--- src/rtl/pipelined_extend_adder.sv ---
// Wide adder a + ext(b). b is zero- or sign-extended per transaction, and the carry chain is split over STAGES registered chunks.
// Latency: STAGES cycles from accept to out_valid, with one result per cycle when out_ready is held high.
// Backpressure: a single global stall. in_ready = !out_valid | out_ready, and every stage holds while stalled.
//
// Ports: clk/rst (async active-high); in_valid/in_ready with a, b, sign_ext, tag_in;
//        out_valid/out_ready with sum (MSB = carry-out) and tag_out; busy = any stage occupied.
module pipelined_extend_adder #(
    parameter int A_WIDTH   = 63,
    parameter int B_WIDTH   = 41,
    parameter int STAGES    = 3,
    parameter int TAG_WIDTH = 4
) (
    input  logic                 clk,
    input  logic                 rst,
    input  logic                 in_valid,
    output logic                 in_ready,
    input  logic [A_WIDTH-1:0]   a,
    input  logic [B_WIDTH-1:0]   b,
    input  logic                 sign_ext,
    input  logic [TAG_WIDTH-1:0] tag_in,
    output logic                 out_valid,
    input  logic                 out_ready,
    output logic [A_WIDTH:0]     sum,
    output logic [TAG_WIDTH-1:0] tag_out,
    output logic                 busy
);
    localparam int CHUNK = (A_WIDTH + STAGES - 1) / STAGES;
    // Ones over b's native width. Its complement selects the bits filled by sign extension.
    // When B_WIDTH == A_WIDTH the complement is all zeros, so extension is a no-op.
    localparam logic [A_WIDTH-1:0] LOW_MASK = {A_WIDTH{1'b1}} >> (A_WIDTH - B_WIDTH);

    logic               advance;
    logic [STAGES-1:0]  vld;
    logic [A_WIDTH-1:0] b_ext;

    assign b_ext     = A_WIDTH'(b) | ({A_WIDTH{sign_ext & b[B_WIDTH-1]}} & ~LOW_MASK);
    assign advance   = ~vld[STAGES-1] | out_ready;
    assign in_ready  = advance;
    assign out_valid = vld[STAGES-1];
    assign busy      = |vld;

    // Stage k adds operand bits [LO, HI) and registers the following:
    //   res_q : result bits [0, HI) completed so far (de-skew)
    //   c_q   : the carry out of bit HI-1
    //   g_sk  : operand bits [HI, A_WIDTH) not yet added (skew), right-aligned
    // With a ceil-sized chunk, trailing stages can be empty (W == 0). Such stages only delay the data.
    for (genvar k = 0; k < STAGES; k++) begin : g_stg
        localparam int LO = (k * CHUNK < A_WIDTH) ? k * CHUNK : A_WIDTH;
        localparam int HI = (LO + CHUNK < A_WIDTH) ? LO + CHUNK : A_WIDTH;
        localparam int W  = HI - LO;

        logic                 v_q;
        logic                 c_q;
        logic [TAG_WIDTH-1:0] tag_q;
        logic [HI-1:0]        res_q;
        logic                 v_nxt;
        logic                 c_nxt;
        logic [TAG_WIDTH-1:0] tag_nxt;
        logic [HI-1:0]        res_nxt;

        if (k == 0) begin : g_src
            logic [W:0] part;
            assign part    = {1'b0, a[W-1:0]} + {1'b0, b_ext[W-1:0]};
            assign res_nxt = part[W-1:0];
            assign c_nxt   = part[W];
            assign v_nxt   = in_valid;
            assign tag_nxt = tag_in;
        end else if (W > 0) begin : g_src
            logic [W:0] part;
            assign part    = {1'b0, g_stg[k-1].g_sk.a_q[W-1:0]}
                           + {1'b0, g_stg[k-1].g_sk.b_q[W-1:0]}
                           + {{W{1'b0}}, g_stg[k-1].c_q};
            assign res_nxt = {part[W-1:0], g_stg[k-1].res_q};
            assign c_nxt   = part[W];
            assign v_nxt   = vld[k-1];
            assign tag_nxt = g_stg[k-1].tag_q;
        end else begin : g_src
            assign res_nxt = g_stg[k-1].res_q;
            assign c_nxt   = g_stg[k-1].c_q;
            assign v_nxt   = vld[k-1];
            assign tag_nxt = g_stg[k-1].tag_q;
        end

        if (HI < A_WIDTH) begin : g_sk
            logic [A_WIDTH-HI-1:0] a_q;
            logic [A_WIDTH-HI-1:0] b_q;
            logic [A_WIDTH-HI-1:0] a_nxt;
            logic [A_WIDTH-HI-1:0] b_nxt;

            if (k == 0) begin : g_fwd
                assign a_nxt = a[A_WIDTH-1:HI];
                assign b_nxt = b_ext[A_WIDTH-1:HI];
            end else begin : g_fwd
                assign a_nxt = g_stg[k-1].g_sk.a_q[A_WIDTH-LO-1:W];
                assign b_nxt = g_stg[k-1].g_sk.b_q[A_WIDTH-LO-1:W];
            end

            always_ff @(posedge clk or posedge rst) begin
                if (rst) begin
                    a_q <= '0;
                    b_q <= '0;
                end else if (advance) begin
                    a_q <= a_nxt;
                    b_q <= b_nxt;
                end
            end
        end

        // Bubbles shift with everything else. Only v_q marks an entry as meaningful.
        always_ff @(posedge clk or posedge rst) begin
            if (rst) begin
                v_q   <= 1'b0;
                c_q   <= 1'b0;
                tag_q <= '0;
                res_q <= '0;
            end else if (advance) begin
                v_q   <= v_nxt;
                c_q   <= c_nxt;
                tag_q <= tag_nxt;
                res_q <= res_nxt;
            end
        end

        assign vld[k] = v_q;
    end

    assign sum     = {g_stg[STAGES-1].c_q, g_stg[STAGES-1].res_q};
    assign tag_out = g_stg[STAGES-1].tag_q;

endmodule

--- config.mk ---
export PLATFORM = sky130hd
export DESIGN_NAME = pipelined_extend_adder
export DESIGN_NICKNAME = d
export VERILOG_FILES = /design/src/rtl/pipelined_extend_adder.sv
export SDC_FILE = /design/constraint.sdc
export NUM_CORES = 1
export LEC_CHECK = 0
export ABC_AREA = 1
export BUFFER_PORTS_ARGS = -buffer_cell sky130_fd_sc_hd__clkbuf_2
export CAP_MARGIN = 40
export CORE_MARGIN = 4
export CORE_UTILIZATION = 30
export CTS_CLUSTER_SIZE = 12
export DETAILED_ROUTE_END_ITERATION = 10
export MAX_ROUTING_LAYER = met4
export SKIP_CTS_REPAIR_TIMING = 1
export SYNTH_ARGS = -nofsm -noshare
export SYNTH_HDL_FRONTEND = slang
export SYNTH_SLANG_ARGS = --single-unit
--- constraint.sdc ---
create_clock -name clk -period 22.3 [get_ports clk]
set_input_delay 3.345 -clock clk [delete_from_list [all_inputs] [get_ports clk]]
set_output_delay 3.345 -clock clk [all_outputs]
set_load 0.005 [all_outputs]
==> out/results.tsv <==
stage	metric	value	unit
placement	final HPWL from detailed placement	24700	microns
global_route	largest net degree at the start of global routing	118	
logic_synthesis	Post-Synth Simple-Gate Area	0.314	
finish	area grow syn2layout	17.9	%
clock_tree	Root Buffer	clkbuf_16	
placement	Post-DP Area	0.0140	sq mm
worst_setup_path	worst path bufs/invs	4	
sta	Hold Vio Cnt, Final	0	
die	DIE AREA	0.0452	sq mm
worst_setup_path	Slowest-stage cell, CP	buf_4	
global_route	gr usage total	0.153	
clock_tree	clk_lat worst skew	0.55	ns
detailed_routing	number of detailed-route iterations in the first pass	5	
sta	period utilization	0.368	
global_route	number of global-route vias before repair	11000	
placement	Port Buffer Count	183	
sta	Slew headroom	0.416	
finish	final std cells w/o fill	2414	
worst_hold_path	Worst Hold Class	register to register	
logic_synthesis	YS warnings	0	
power	Leak Pwr	8.07	nW
power	Peak VDD IR	0.0517	mV
sta	Peak Freq	122	MHz
logic_synthesis	Synth cell types	27	
detailed_routing	Final ANT Viol Nets	0	
detailed_routing	Avg WL per Cell	13.8	microns
worst_setup_path	crit-path max cell delay	0.56	ns
placement	placed insts	2368	
power	sequential fraction of design power	0.376	
logic_synthesis	syn nets	1874	
logic_synthesis	combinational family with the most area after synthesis	simple AND/OR/NAND/NOR gates	
detailed_routing	DR vias	10900	
die	num rows	74	
logic_synthesis	Synth Register Bits	229	
detailed_routing	DRC errors left	0	
sta	Final Setup Violations	0	
worst_setup_path	crit path DAT	4.86	ns
finish	nets@finish	2043	
logic_synthesis	Synth Area in Compound Gates	0.0678	
sta	measured slew at the worst slew-check pin	0.876	ns
detailed_routing	drt first-iter violations	618	
worst_setup_path	cell mode on critical path	clkbuf_2	
clock_tree	Clock Path Buffers	3	
logic_synthesis	Post-Synth XOR/XNOR Area	0.0160	
power	Comb power frac	0.396	
finish	fillers	4417	
sta	unrepaired setup endpoints after global routing	false	
logic_synthesis	Syn Area/Cell	7.41	sq um
worst_setup_path	crit path cell chain	clkbuf_2 -> nor2_4 -> buf_4 -> inv_6 -> clkbuf_2	
worst_setup_path	CP Class	input pin to output pin	
outcome	status	finished, final reports clean	
die	I/O pin cnt	184	
logic_synthesis	mapped cell area	0.0126	sq mm
logic_synthesis	adder-cell area share of the yosys netlist	0.0688	
sta	skew final	0.0196	ns
die	chip height	213	microns
clock_tree	Reg clk slew, reported paths	0.06	ns
worst_setup_path	Worst EP required	18.95	ns
worst_setup_path	family with the most delay on the worst path	buffers and inverters	
finish	Final Instance Area	0.0148	sq mm
clock_tree	H-tree levels	1	
power	Internal Pwr Total	1.07	mW
sta	setup_tns	0	ns
detailed_routing	drt total wl	33400	microns
logic_synthesis	Syn Inst Count	1695	
logic_synthesis	Async SR Flop Fraction	1.00	
power	sw frac	0.397	
worst_setup_path	Crit Path Max Fanout	117	
clock_tree	CTS tree	done	
die	Die Width	213	microns
clock_tree	TritonCTS Buffers	26	
finish	share of cells above drive strength 1	0.139	
placement	GP Congestion	0.874	
die	core area	0.0411	sq mm
logic_synthesis	sequential-to-total area share from yosys stat	0.456	
power	clock network power share	0.228	
sta	Final Max Slew Viols	0	
logic_synthesis	top_reg_cell synth	dfrtp_1	
finish	Util after Layout	0.360	
global_route	initial antenna violation count	1	
worst_setup_path	Startpoint Class	input pin	
power	pwr/cell area	120	mW/mm^2
clock_tree	clk sinks	229	
logic_synthesis	Post-synth EDFFs	0	
die	Starting Density	0.305	
global_route	Congestion Overflow GR	0	
worst_setup_path	crit end category	output pin	
logic_synthesis	multiplexer share of the synthesized area	0	
run	Max Cap Viol	0	
detailed_routing	Avg Vias per Cell	4.51	
sta	min Tclk post-route	8.21	ns
global_route	first-pass GRT wire length	55800	microns
power	Switch Pwr	0.705	mW
## stage by stage
stage / hold WS [ns] / power, mW / worst slack [ns]
2_1_floorplan: 0.442 / 1.14 / 12.68
3_3_place_gp: 0.455 / 1.37 / 14.09
3_5_place_dp: 0.456 / 1.38 / 14.08
4_1_cts: 0.467 / 1.80 / 14.07
5_1_grt: 0.494 / 1.94 / 13.93
6_report: 0.467 / 1.77 / 14.09
## path summary, 6_finish.rpt
kind / from / endpoint / slack [ns] / depth (start not counted)
worst max-delay path: out_ready / in_ready / 14.09 / 5
worst min-delay path: g_stg[1].res_q[41]$_DFFE_PP0P_ / g_stg[2].res_q[41]$_DFFE_PP0P_ / 0.47 / 2
worst max register to register: out_valid$_DFFE_PP0P_ / g_stg[2].c_q$_DFFE_PP0P_ / 19.60 / 9
worst min register to register: g_stg[1].res_q[41]$_DFFE_PP0P_ / g_stg[2].res_q[41]$_DFFE_PP0P_ / 0.47 / 2
max in group asynchronous: rst / tag_out[2]$_DFFE_PP0P_ / 18.08 / 3
min in group asynchronous: rst / g_stg[0].g_sk.a_q[18]$_DFFE_PP0P_ / 2.90 / 2
## cell usage after synthesis (all sizes together), types with 18 or more instances
cell,instances,area [sq um]
nand2,767,2910
dfrtp,229,5730
inv,192,721
o21ai,113,566
nor2,80,330
nand3,77,405
ha,61,763
a21oi,45,240
buf,37,198
xnor2,20,175
nand3b,18,135
nor3,18,100
## flip-flops by register name, summed over array words and instances (netlist names)
register,flops
g_stg.c_q,3
g_stg.g_sk.a_q,63
g_stg.g_sk.b_q,22
g_stg.res_q,126
g_stg.tag_q,8
g_stg.v_q,2
out_valid,1
tag_out,4
## final cells by class
cell class | instances | area (sq um) | share of cell area
clock inverters | 7 | 76.3 | 0.00516
inverters | 192 | 733 | 0.0495
well taps | 532 | 666 | 0.0450
flip-flops and latches | 229 | 5730 | 0.387
repair buffers | 192 | 1020 | 0.0686
clock buffers | 38 | 716 | 0.0484
multi-input cells | 1223 | 5860 | 0.396
diodes | 1 | 2.50 | 0.000169
## power by group through the flow
stage / Sequential [mW] / Combinational, mW / Clock (mW)
2_1_floorplan: 0.657 / 0.484 / 0
4_1_cts: 0.669 / 0.714 / 0.420
5_1_grt: 0.687 / 0.818 / 0.439
3_5_place_dp: 0.673 / 0.710 / 0
3_3_place_gp: 0.673 / 0.696 / 0
6_report: 0.666 / 0.703 / 0.404
## cells by family (layout without fill, tap and decap cells)
family | Yosys count | in the layout
other | 0 | 1
buffers and inverters | 243 | 429
flip-flops | 229 | 229
XOR/XNOR | 23 | 23
AND/OR/NAND/NOR | 970 | 970
AO/OA/AOI/OAI | 164 | 164
adder cells (fa/ha/maj) | 66 | 66
## placed cells by master (no fill, tap or decap), drive strengths merged
master	count
nor2	80
dfrtp	229
nor4	2
nand4	8
a21oi	45
o21ai	113
clkinv	4
clkbuf	221
ha	61
clkinvlp	2
inv	192
bufinv	1
xnor2	20
diode	1
o21bai	6
fa	5
xor2	3
nand3b	18
buf	9
nand3	77
nand2	767
nor3	18
## worst reg2reg max path, stage by stage, from the launching register on
cell and delay (ns):
dfrtp_1 0.37, inv_1 0.11, nor2_4 0.04, buf_4 0.33
inv_6 0.68, buf_4 0.49, buf_12 0.29, nand2_1 0.10
a21oi_1 0.13, nor2_1 0.05
## per-layer routing
| metal | wire (microns) | share of wire | global-route usage |
|---|---|---|---|
| met2 | 14900 | 0.45 | 0.237 |
| met1 | 16100 | 0.48 | 0.212 |
| met4 | 665 | 0.020 | 0.0373 |
| met5 | 0 | 0 | - |
| met3 | 1680 | 0.050 | 0.0249 |
No activity file was read; power rests on OpenSTA's default activity.
